<file path="config.mk">
export PLATFORM = sky130hd
export DESIGN_NAME = mem_port_arbiter
export DESIGN_NICKNAME = d
export VERILOG_FILES = /design/src/rtl/mem_port_arbiter.sv
export SDC_FILE = /design/constraint.sdc
export NUM_CORES = 2
export LEC_CHECK = 0
export CORE_AREA = 3 3 646 648
export CTS_BUF_LIST = sky130_fd_sc_hd__clkbuf_8
export DETAILED_ROUTE_END_ITERATION = 12
export DIE_AREA = 0 0 649 651
export GPL_ROUTABILITY_DRIVEN = 0
export SLEW_MARGIN = 15
export SYNTH_ARGS = -nofsm -noshare
export SYNTH_HDL_FRONTEND = slang
export SYNTH_SLANG_ARGS = --single-unit
</file>
<file path="constraint.sdc">
create_clock -name clk -period 2.3 [get_ports clk]
set_input_delay 0.46 -clock clk [delete_from_list [all_inputs] [get_ports clk]]
set_output_delay 0.46 -clock clk [all_outputs]
set_load 0.02 [all_outputs]
</file>
<file path="src/rtl/mem_port_arbiter.sv">
// Two-port round-robin arbiter sharing one line-granular main_mem port between
// the instruction-side (port 0) and data-side (port 1) cache controllers.
`timescale 1ns/1ps
module mem_port_arbiter #(
    parameter  int unsigned LINE_ADDR_LEN = 3,
    parameter  int unsigned ADDR_LEN      = 9,
    localparam int unsigned LINE_SIZE     = 1 << LINE_ADDR_LEN
) (
    input  logic                clk,
    input  logic                rst,
    input  logic                p0_rd_req,
    input  logic                p0_wr_req,
    input  logic [ADDR_LEN-1:0] p0_addr,
    input  logic [31:0]         p0_wr_line [LINE_SIZE],
    output logic [31:0]         p0_rd_line [LINE_SIZE],
    output logic                p0_gnt,
    input  logic                p1_rd_req,
    input  logic                p1_wr_req,
    input  logic [ADDR_LEN-1:0] p1_addr,
    input  logic [31:0]         p1_wr_line [LINE_SIZE],
    output logic [31:0]         p1_rd_line [LINE_SIZE],
    output logic                p1_gnt,
    output logic                mem_rd_req,
    output logic                mem_wr_req,
    output logic [ADDR_LEN-1:0] mem_addr,
    output logic [31:0]         mem_wr_line [LINE_SIZE],
    input  logic [31:0]         mem_rd_line [LINE_SIZE],
    input  logic                mem_gnt,
    output logic                busy,
    output logic                owner,
    output logic [31:0]         p0_txn_cnt,
    output logic [31:0]         p1_txn_cnt
);

    typedef enum logic {IDLE, BUSY} state_t;

    state_t              state;
    state_t              state_next;
    logic                last_grant;
    logic                cmd_wr;
    logic [ADDR_LEN-1:0] cmd_addr;
    logic [31:0]         cmd_line [LINE_SIZE];
    logic                p0_req;
    logic                p1_req;
    logic                grant_any;
    logic                grant_port;

    assign p0_req    = p0_rd_req | p0_wr_req;
    assign p1_req    = p1_rd_req | p1_wr_req;
    assign grant_any = p0_req | p1_req;

    // On a tie the port that did not win last time is chosen.
    assign grant_port = (p0_req && p1_req) ? ~last_grant : p1_req;

    always_ff @(posedge clk) begin
        if (rst) begin
            state <= IDLE;
        end else begin
            state <= state_next;
        end
    end

    always_comb begin
        state_next = state;
        case (state)
            IDLE:    if (grant_any) state_next = BUSY;
            BUSY:    if (mem_gnt)   state_next = IDLE;
            default: state_next = IDLE;
        endcase
    end

    always_comb begin
        busy        = 1'b0;
        mem_rd_req  = 1'b0;
        mem_wr_req  = 1'b0;
        mem_addr    = '0;
        p0_gnt      = 1'b0;
        p1_gnt      = 1'b0;
        mem_wr_line = cmd_line;
        if (state == BUSY) begin
            busy       = 1'b1;
            mem_rd_req = ~cmd_wr;
            mem_wr_req = cmd_wr;
            mem_addr   = cmd_addr;
            p0_gnt     = mem_gnt & ~owner;
            p1_gnt     = mem_gnt & owner;
        end
    end

    always_ff @(posedge clk) begin
        if (rst) begin
            last_grant <= 1'b1;
            owner      <= 1'b0;
            cmd_wr     <= 1'b0;
            cmd_addr   <= '0;
            cmd_line   <= '{default: '0};
            p0_rd_line <= '{default: '0};
            p1_rd_line <= '{default: '0};
            p0_txn_cnt <= '0;
            p1_txn_cnt <= '0;
        end else begin
            if (state == IDLE && grant_any) begin
                owner      <= grant_port;
                last_grant <= grant_port;
                // A write wins if a port raises both requests at once.
                if (grant_port) begin
                    cmd_wr   <= p1_wr_req;
                    cmd_addr <= p1_addr;
                    cmd_line <= p1_wr_line;
                end else begin
                    cmd_wr   <= p0_wr_req;
                    cmd_addr <= p0_addr;
                    cmd_line <= p0_wr_line;
                end
            end
            if (state == BUSY && mem_gnt) begin
                if (owner) begin
                    p1_txn_cnt <= p1_txn_cnt + 32'd1;
                    if (!cmd_wr) p1_rd_line <= mem_rd_line;
                end else begin
                    p0_txn_cnt <= p0_txn_cnt + 32'd1;
                    if (!cmd_wr) p0_rd_line <= mem_rd_line;
                end
            end
        end
    end

endmodule

</file>
==> summary.json <==
{
  "logic_synthesis": {
    "synth_xor_area_frac": 0.00571,
    "post-synth-top-area-fraction": 0.525,
    "async_reset_ff_frac": 0,
    "synth-compound-area-share": 0.156,
    "synthesis.area_mm2": 0.0322,
    "simple_gate_share_of_the_synthesized_area": 0.187,
    "synth_mux_area_frac": 0.0847,
    "dominant_combinational_cell_family_by_area_after_synthesis": "simple AND/OR/NAND/NOR gates",
    "synthesized_area_per_cell_um2": 8.46,
    "synth.area.top_cells": "dfxtp_1 (52%), nand2_1 (12%), a21oi_1 (8.6%), mux2i_1 (8.3%), a211oi_1 (6.2%)",
    "synth.lib_cells_used.distinct": 37,
    "cell_type_with_the_largest_total_area_after_synthesis": "dfxtp_1",
    "synthCells": 3809,
    "synth_seq_cells": 845,
    "synth_enable_flop_cells": 0,
    "synth_top_flop_cell": "dfxtp_1",
    "synth.yosys.seq_area_share": 0.525,
    "yosys.area_share.adder": 0.000776,
    "yosys_warnings": 0,
    "synth_nets": 4604
  },
  "pwr": {
    "ir_drop_v": 0.000425,
    "leakage_nw": 23.4,
    "power-per-cell-area_mw_per_mm2": 649
  },
  "setup_path": {
    "cpMaxStageDelayCell": "dfxtp_4",
    "cp_cell_sequence": "buf_12, buf_12, and2_4, buf_6",
    "start_kind": "register",
    "critical_path.endpoint_type": "output port",
    "worstPathArrival_ns": 1.83,
    "cpMostUsedCell": "buf_12",
    "regToRegSetupSlack_ns": 0.02,
    "reg2reg_depth": 8,
    "regToRegStartpoint": "last_grant",
    "cp_num_buf_inv": 3,
    "worst_path_largest_cell_delay_ns": 0.36,
    "cp_top_family": "buffers and inverters",
    "worst-endpoint-required_ns": 1.84,
    "path_class": "register to output port",
    "r2r_end": "mem_wr_line[144]",
    "cp_max_fo": 6
  },
  "finish": {
    "area_growth_syn_to_layout_pct": 91.6,
    "final_net_count": 6570,
    "layout-drive-gt1-share": 0.162,
    "fillerInstances": 46900,
    "finish.instance_area_mm2": 0.0618
  },
  "detailed_routing": {
    "routed_via_density": 3.34,
    "final_antenna_net_count": 0,
    "detailedRoute.firstIterationViolations": 3236,
    "post-route-drc-count": 0,
    "routed-via-count": 38200,
    "drt_pass1_iterations": 6,
    "routed_wirelength_mm": 317,
    "avg_wl_per_cell_um": 27.7
  },
  "global_routing": {
    "met3_usage": 0.0559,
    "initial_antenna_violation_count": 218,
    "global_route_wire_length_before_repair_mm": 395,
    "overflow": 0,
    "grt_pass1_vias": 35900,
    "grtUsageMet2": 0.257,
    "pin_count_of_the_biggest_net_entering_global_routing": 97,
    "grt_util_met1": 0.142,
    "track_usage": 0.143,
    "top_usage_layer": "met2"
  },
  "clock_network": {
    "tritoncts.num_buffers": 165,
    "numClockSinks": 845,
    "clkTransAtPathRegs_ns": 0.07,
    "cts-htree-levels": 4,
    "clock_path_buffers": 4,
    "clock_latency_ns": 0.96,
    "cts_tree": "yes",
    "cts.root.buffer_cell": "clkbuf_8"
  },
  "sta": {
    "skew_final_ns": 0.0613,
    "final-setup-viol-count": 0,
    "fmax_mhz": 436,
    "period_needed_ns": 2.29,
    "tightest_slew_ns": 0.544,
    "timing.max_slew.rel_slack": 0.638,
    "rsz0062_at_grt": "yes",
    "min_period_over_period": 0.997,
    "setup_ws_ns": 0.00791,
    "final_max_slew_viol_count": 0,
    "hold_viol": 0
  },
  "placed_design": {
    "placed_area_mm2": 0.0563,
    "post-dp-hpwl_mm": 273,
    "dp_worst_setup_slack_ns": -0.366,
    "placement.io_buffers": 1639
  },
  "die": {
    "die_x_um": 649,
    "fp-row-count": 236,
    "io-pin-count": 1640,
    "floorplan.initialDensity": 0.0782,
    "die_height_um": 651,
    "die-area_mm2": 0.422,
    "floorplan.core_area_mm2": 0.413
  },
  "hold_path": {
    "holdPathEnd": "p0_rd_line[98]",
    "hp-start": "mem_rd_line[98]",
    "whs_path_depth": 3,
    "hp-class": "input port to register"
  },
  "status": {
    "run_status": "complete, no violations"
  },
  "run": {
    "max_cap_viol_count": 0
  }
}
layout by cell type (no fill, tap or decap), types with 157 or more instances in the layout:
master / Yosys / final
nand2_1: 1053 / 1053
dfxtp_1: 845 / 814
clkdlybuf4s50_1: 0 / 791
a21oi_1: 552 / 552
dlygate4sd2_1: 0 / 377
buf_4: 2 / 327
nor2_1: 297 / 294
mux2i_1: 266 / 266
a211oi_1: 266 / 266
dlygate4sd3_1: 0 / 232
clkbuf_8: 0 / 209
clkdlybuf4s15_2: 0 / 157
stage by stage:
| step | total power, mW | hold WS [ns] | setup TNS (ns) | instances | utilization |
|---|---|---|---|---|---|
| 3_5_place_dp | 24.0 | 0.445 | -125.09 | 10800 | 0.136 |
| 5_1_grt | 41.7 | 0.0554 | -1.47 | 11400 | 0.150 |
| 6_report | 40.1 | 0.175 | 0 | 11400 | 0.150 |
| 2_1_floorplan | 19.0 | 0.474 | 0 | 3809 | - |
| 4_1_cts | 40.7 | 0.000167 | -1.84 | 11400 | 0.149 |
| 3_3_place_gp | 24.0 | 0.440 | -125.87 | 10800 | 0.136 |
where the power goes:
| part | leakage [nW] | internal (mW) | switching [mW] |
|---|---|---|---|
| combinational | 14.5 | 3.51 | 4.48 |
| clock | 1.94 | 8.65 | 7.55 |
| sequential | 6.91 | 15.4 | 0.480 |
| total | 23.4 | 27.6 | 12.5 |
registers in the layout, indices dropped and copies added (netlist names):
signal,cells
p0_txn_cnt,32
state,1
mem_wr_line,256
owner,1
last_grant,1
p0_rd_line,256
cmd_addr,9
p1_rd_line,256
cmd_wr,1
p1_txn_cnt,32
cell usage after synthesis (all sizes together), types with 4 or more instances:
cell type and count:
or3 6, xor2 5, xnor2 16, nand4 17
buf 102, and3 4, nor2b 7, mux2i 266
or4 32, nor4 14, mux2 6, nand3 24
inv 9, clkbuf 208, o21ai 8, and4 11
nand2 1053, o31ai 30, nor3 6, nor2 297
a211oi 266, dfxtp 845, a21oi 552, and2 12
tightest hold or removal path: cells and delay by family:
kind | cells | cell delay, ns
buffers and inverters | 1 | 0.44
and+or+nand+nor | 1 | 0.07
AOI/OAI and AO/OA | 1 | 0.05
cell type report:
type / count / area, um^2 / area share
sequential: 845 / 17000 / 0.275
tap: 5474 / 6850 / 0.111
clock buffer: 209 / 2880 / 0.0466
timing repair buffer: 2109 / 20300 / 0.328
multi-input combinational: 2645 / 14100 / 0.228
clock inverter: 83 / 519 / 0.00841
inverter: 9 / 45.0 / 0.000729
antenna: 67 / 168 / 0.00271
repair_timing:
item / 4_1_cts / 5_1_grt
cloned: 1 / 0
setup buffers: 7 / 4
pin swaps: 8 / 2
endpoints found under the setup margin: 712 / 30
resized for setup: 1572 / 9
hold endpoints to repair: 349 / 0
hold buffers: 232 / 0
per-layer routing:
layer  vias to the layer above  part of all wire
met1                     18200              0.34
met3                       736             0.095
met5                         -            0.0027
met2                      2077              0.50
met4                       112             0.064
li1                      17000                 -
kinds of logic after synthesis:
group | Yosys count
buffers and inverters | 319
and+or+nand+nor | 1493
AOI/OAI and AO/OA | 857
DFF | 845
adders and majority gates | 2
xor gates and xnor gates | 21
muxes | 272
worst max path at each step:
stage,slack (ns),to,depth (start not counted),startpoint
detailed placement,-0.37,mem_wr_line[172],7,p1_wr_req
finish,0.008,mem_addr[1],4,state
CTS,-0.20,p1_gnt,4,owner
global placement,-0.37,mem_wr_line[136],8,p1_wr_req
floorplan,0.33,p1_txn_cnt[25],5,p1_txn_cnt[2]
global route,-0.16,p1_gnt,4,owner
Note: power is estimated with default switching activity, not from simulation.
